**config.mk**
```make
export PLATFORM = sky130hd
export DESIGN_NAME = difftest_csr_sync_ctrl
export DESIGN_NICKNAME = d
export VERILOG_FILES = /design/src/rtl/difftest_csr_sync_ctrl.sv
export SDC_FILE = /design/constraint.sdc
export NUM_CORES = 2
export LEC_CHECK = 0
export BUFFER_PORTS_ARGS = -buffer_cell sky130_fd_sc_hd__buf_2
export CAP_MARGIN = 20
export CORE_AREA = 2 2 575 577
export DETAILED_ROUTE_END_ITERATION = 8
export DIE_AREA = 0 0 577 579
export PLACE_DENSITY = 0.32
export SLEW_MARGIN = 20
export SYNTH_ARGS = -nofsm -noshare
export SYNTH_HDL_FRONTEND = slang
export SYNTH_SLANG_ARGS = --single-unit
```
**constraint.sdc**
```tcl
create_clock -name clock -period 69.3 [get_ports clock]
set_clock_uncertainty 0.1 [all_clocks]
set_input_delay 10.395 -clock clock [delete_from_list [all_inputs] [get_ports clock]]
set_output_delay 10.395 -clock clock [all_outputs]
set_load 0.02 [all_outputs]
```
**src/rtl/difftest_csr_sync_ctrl.sv**
```systemverilog
// Shadow CSR collector for difftest: round-robin serialises CSR writes from commit-side
// requesters and publishes one frozen snapshot per closed commit group over valid/ready.
module difftest_csr_sync_ctrl #(
    parameter int NREQ    = 3,
    parameter int XLEN    = 76,
    parameter int NCSR    = 16,
    parameter int TIMEOUT = 64
) (
    input  logic                   clock,
    input  logic                   reset,
    input  logic [NREQ-1:0]        req_valid,
    output logic [NREQ-1:0]        req_ready,
    input  logic [NREQ*4-1:0]      req_idx,
    input  logic [NREQ*XLEN-1:0]   req_data,
    input  logic [NREQ-1:0]        req_last,
    input  logic [1:0]             priv_in,
    output logic                   snap_valid,
    input  logic                   snap_ready,
    output logic [NCSR*XLEN-1:0]   snap_csrs,
    output logic [1:0]             snap_priv,
    output logic [7:0]             snap_seq,
    output logic                   err_sticky
);

    localparam int PTRW = (NREQ > 1) ? $clog2(NREQ) : 1;
    localparam int TCW  = $clog2(TIMEOUT) + 1;

    typedef enum logic [1:0] {
        IDLE,
        COLLECT,
        EMIT
    } state_t;

    state_t            state;
    state_t            state_nxt;
    logic [PTRW-1:0]   rr_ptr;
    logic [TCW-1:0]    tcnt;
    logic [XLEN-1:0]   shadow [NCSR];

    logic [3:0]        idx_a  [NREQ];
    logic [XLEN-1:0]   data_a [NREQ];

    logic [PTRW-1:0]   gsel;
    logic [PTRW-1:0]   cand;
    logic              found;
    logic [3:0]        cur_idx;
    logic [XLEN-1:0]   cur_data;
    logic              cur_last;
    logic              accept;
    logic              accept_last;
    logic              idx_ok;
    logic              timeout;

    for (genvar r = 0; r < NREQ; r++) begin : g_unpack
        assign idx_a[r]  = req_idx[r*4 +: 4];
        assign data_a[r] = req_data[r*XLEN +: XLEN];
    end

    for (genvar k = 0; k < NCSR; k++) begin : g_snap
        assign snap_csrs[k*XLEN +: XLEN] = shadow[k];
    end

    // Grant the first valid requester at or after the pointer; nothing is granted while a
    // snapshot is pending so the shadow file cannot change under the sink.
    always_comb begin
        req_ready = '0;
        gsel      = '0;
        cand      = '0;
        found     = 1'b0;
        cur_idx   = '0;
        cur_data  = '0;
        cur_last  = 1'b0;
        if (state != EMIT) begin
            for (int off = 0; off < NREQ; off++) begin
                cand = PTRW'((int'(rr_ptr) + off) % NREQ);
                if (!found && req_valid[cand]) begin
                    found           = 1'b1;
                    req_ready[cand] = 1'b1;
                    gsel            = cand;
                    cur_idx         = idx_a[cand];
                    cur_data        = data_a[cand];
                    cur_last        = req_last[cand];
                end
            end
        end
    end

    assign accept      = |req_ready;
    assign accept_last = accept && cur_last;
    assign idx_ok      = {28'b0, cur_idx} < 32'(NCSR);
    assign timeout     = (state == COLLECT) && (tcnt == TCW'(TIMEOUT - 1)) && !accept_last;
    assign snap_valid  = (state == EMIT);

    // A last beat closes the group; a timeout force-closes it when the last beat never comes.
    always_comb begin
        state_nxt = state;
        case (state)
            IDLE: begin
                if (accept_last)
                    state_nxt = EMIT;
                else if (accept)
                    state_nxt = COLLECT;
            end
            COLLECT: begin
                if (accept_last || timeout)
                    state_nxt = EMIT;
            end
            EMIT: begin
                if (snap_ready)
                    state_nxt = IDLE;
            end
            default: state_nxt = IDLE;
        endcase
    end

    always_ff @(posedge clock or posedge reset) begin
        if (reset) begin
            state      <= IDLE;
            rr_ptr     <= '0;
            tcnt       <= '0;
            snap_priv  <= 2'b11;
            snap_seq   <= 8'd0;
            err_sticky <= 1'b0;
        end else begin
            state <= state_nxt;
            if (accept)
                rr_ptr <= (gsel == PTRW'(NREQ - 1)) ? '0 : gsel + 1'b1;
            if (state == COLLECT && state_nxt == COLLECT)
                tcnt <= tcnt + 1'b1;
            else
                tcnt <= '0;
            if (accept_last)
                snap_priv <= priv_in;
            if (state == EMIT && snap_ready)
                snap_seq <= snap_seq + 8'd1;
            if ((accept && !idx_ok) || timeout)
                err_sticky <= 1'b1;
        end
    end

    // Out-of-range indices match no entry here, so their data is silently dropped.
    always_ff @(posedge clock or posedge reset) begin
        if (reset) begin
            for (int k = 0; k < NCSR; k++)
                shadow[k] <= '0;
        end else begin
            for (int k = 0; k < NCSR; k++)
                if (accept && cur_idx == 4'(k))
                    shadow[k] <= cur_data;
        end
    end

endmodule

```
==> results by group <==
Outcome
  – Outcome: finished, final reports clean

Worst hold path
  – Worst Hold Depth: 1
  – Hold path endpoint: state[0]$_DFF_PP0_
  – Worst hold path type: flop to flop
  – Hold Crit Start: state[1]$_DFF_PP0_

STA
  – Hold Vio Cnt, Final: 0
  – Worst Tran Pin Value: 1114 ps
  – PnR worst setup slack: 46010 ps
  – Slew HR: 25.71%
  – Max-slew violation count: 0
  – Highest clock rate: 42.93 MHz
  – Final-report setup violation count: 0
  – Setup TNS: 0 ps
  – Fin crit share: 33.61%
  – Min Tclk post-route: 23290 ps
  – RSZ-0062 raised after global routing: no

Clock network
  – Post-CTS sizing: 0
  – Hold-fix buffers, CTS: 0
  – Setup Buffers After CTS: 0
  – Clk pin slew, worst setup/hold paths: 50 ps
  – CTS Buf Count: 157
  – Sink Count: 1238
  – H-tree depth: 4
  – CTS max path bufs: 4
  – CTS tree: done
  – Root Buffer Master: clkbuf_16
  – Clk_lat worst skew: 790 ps

Setup path
  – WS Path Type: primary input to primary output
  – Crit-path slowest cell: buf_4
  – CP dominant cell by count: buf_2
  – Worst reg-to-reg setup slack: 62770 ps
  – Crit-path cells: buf_2, mux2_2, a21oi_4, buf_4, nor2_1, a311oi_2, buf_2
  – Reg2reg path depth: 12
  – CP Capture Type: primary output
  – Crit Path Max Fanout: 81
  – Critical Path RT: 58810 ps
  – Nature of the critical path startpoint: primary input
  – Crit Reg-Reg Startpoint: rr_ptr[0]$_DFFE_PP0P_
  – R2r endpoint: snap_csrs[832]$_DFFE_PP0P_
  – Data arrival time of the worst path: 12800 ps
  – Largest stage delay, worst path: 780 ps

Placed design
  – Detailed placer's ending HPWL: 208400 um
  – Port bufs: 1481
  – Gpl congestion: 0.7874
  – Dpl ws: 46060 ps

Synth
  – Area fraction in compound gates after synthesis: 6.132%
  – Asr flop ratio synth: 100.0%
  – Avg Cell Area, Syn: 13.56 sq um
  – Syn. warnings: 0
  – Synth top cells by count: dfrtp_1 (1236), mux2_2 (987), a21oi_1 (382), clkbuf_1 (201), nor2_1 (165)
  – Synth Area in XOR/XNOR: 0.1790%
  – Main combinational cell family by area after synthesis: multiplexers
  – Cell variety after synth: 57
  – Synth top area share: 57.46%
  – Post-Syn Nets: 4226
  – Simple-Gate Fraction of Synth Area: 4.375%
  – Synth top area cells: dfrtp_1 (57%), mux2_2 (21%), mux2_4 (4.5%), a21oi_1 (3.6%), mux2_1 (1.7%)
  – Most frequent cell after synthesis: dfrtp_1
  – Post-synth EDFFs: 0
  – Synth Instances: 3969
  – Seq/Total Area, Yosys: 57.56%
  – Seq cells post-synth: 1238
  – Mapped Area: 0.05383 sq mm
  – Mux contribution to synthesized area: 28.41%
  – Yosys top cell by area: dfrtp_1
  – Synth Area in Adders: 0.1395%
  – Synth Flop Type: dfrtp_1

Pwr
  – PwrDens: 67.47 mW/mm^2
  – Share of power burned in registers: 24.6%
  – P_leak: 0.03378 uW
  – P_int: 2400 uW
  – Switching Share: 50.29%
  – Peak VDD IR: 32.57 uV
  – Clock power frac: 17.2%
  – Net Sw Power: 2429 uW
  – Comb pwr share: 58.2%

Floorplan
  – I/O pin count: 1482
  – Die Y: 579 um
  – Die extent in x: 577 um
  – Cell Rows: 211
  – Core Box Area: 0.3287 sq mm
  – Die area: 0.3341 sq mm
  – Initial core utilization: 16.38%

Global routing
  – Vias in the first global route: 40670
  – Gr usage total: 16.76%
  – Total congestion overflow: 0
  – First-pass GRT wire length: 385200 um
  – Largest net degree at the start of global routing: 158
  – Initial antenna violation count: 127

Drt
  – TritonRoute pass-1 iters: 7
  – DRC viols: 0
  – DR WL/cell: 29.33 um
  – Antenna Nets Post-Route: 0
  – DR vias: 40370
  – DRT iter0 DRCs: 2393
  – Routed WL: 291800 um
  – Vias/cell: 4.058

Layout
  – Layout fillers: 35490
  – Layout area overhead: 32.97%
  – Share of post-route cells with drive strength above 1: 55.46%
  – Fin nets: 5666

Run
  – Max_cap viols: 0
-- per-layer routing --
| metal | vias up | wire length (um) | track usage [%] |
|---|---|---|---|
| met1 | 21120 | 115000 | 19.47 |
| li1 | 17080 | - | - |
| met3 | 425 | 25420 | 6.001 |
| met5 | - | 152 | 0 |
| met2 | 1725 | 141300 | 28.48 |
| met4 | 24 | 9969 | 5.641 |
-- final cells by class --
cell class / instances / area (sq um) / share of cell area (%)
Timing Repair Buffer: 1620 / 8536 / 11.93
Sequential cell: 1238 / 30980 / 43.29
Multi-Input combinational cell: 2383 / 21290 / 29.75
Tap cell: 4366 / 5463 / 7.633
Antenna cell: 56 / 140.1 / 0.1958
Clock inverter: 50 / 600.6 / 0.8391
Clock buffer: 227 / 4514 / 6.307
Inverter: 9 / 43.79 / 0.06119
-- metrics by stage --
stage,total power (uW),cell area [sq um],util [%],instances,hold slack (ps)
after floorplan,2697,53830,-,3969,333.3
after global placement,4075,66210,20.14,9611,352.7
after detailed placement,4101,66260,20.16,9614,369.3
after CTS,4960,71370,21.72,9891,370.0
after global routing,5096,71500,21.75,9921,387.8
final,4829,71570,21.78,9949,367.5
-- sequential cells by signal, indices dropped and copies added (netlist names) --
signal and count:
snap_priv 2, rr_ptr 2, snap_seq 8, state 2, snap_csrs 1216, tcnt 7, err_sticky 1
-- how the worst max path moves through the flow --
stage	start	end	depth (start not counted)
finish	req_valid[1]	req_ready[0]	7
global route	req_valid[1]	req_ready[0]	7
CTS	req_valid[1]	req_ready[0]	7
detailed placement	req_valid[1]	req_ready[0]	7
global placement	req_valid[1]	req_ready[0]	7
floorplan	reset	err_sticky$_DFFE_PP0P_	1
-- cells in the final DEF (no fill, tap or decap), types with 4 or more instances in the layout --
| master | netlist | final |
|---|---|---|
| dfrtp_1 | 1236 | 1236 |
| mux2_4 | 161 | 161 |
| nand3_1 | 9 | 9 |
| nand2_1 | 92 | 91 |
| o2bb2ai_1 | 6 | 6 |
| buf_2 | 75 | 1481 |
| nor2_4 | 0 | 5 |
| clkinv_2 | 0 | 25 |
| a21oi_1 | 382 | 381 |
| a22oi_1 | 5 | 5 |
| xnor2_1 | 6 | 6 |
| mux2_1 | 80 | 80 |
| clkbuf_8 | 0 | 28 |
| o22ai_1 | 4 | 4 |
| nor2b_1 | 82 | 81 |
| nor2_1 | 165 | 160 |
| a211oi_1 | 4 | 4 |
| clkinvlp_4 | 0 | 4 |
| buf_4 | 6 | 133 |
| and3_1 | 79 | 57 |
| and3_2 | 0 | 22 |
| o21ai_0 | 86 | 86 |
| nor3_1 | 6 | 5 |
| xor2_1 | 5 | 5 |
| clkbuf_16 | 0 | 159 |
| clkinv_4 | 0 | 4 |
| ha_1 | 6 | 4 |
| clkbuf_1 | 201 | 40 |
| diode_2 | 0 | 56 |
| bufinv_16 | 0 | 7 |
| o211ai_1 | 80 | 80 |
| inv_1 | 9 | 7 |
| mux2_2 | 987 | 987 |
| mux2i_1 | 86 | 86 |
| nor3_4 | 8 | 12 |
-- logic make-up after synthesis --
group | count (synthesis)
DFF | 1238
and+or+nand+nor | 463
adders and majority gates | 6
muxes | 1314
xor gates and xnor gates | 11
buffers and inverters | 348
AOI/OAI and AO/OA | 589
-- power groups by stage --
stage	combinational [uW]	sequential [uW]	clock, uW
3_5_place_dp	2900	1200	0
2_1_floorplan	1130	1570	0
3_3_place_gp	2890	1190	0
4_1_cts	2910	1190	863
5_1_grt	2980	1230	889
6_report	2810	1190	831
-- worst max-delay path: cells and delay by family --
family | cells | cell delay [ps]
buffers and inverters | 3 | 1220
muxes | 1 | 310
AOI/OAI and AO/OA | 2 | 690
and+or+nand+nor | 1 | 150
Note: power is estimated with default switching activity, not from simulation.
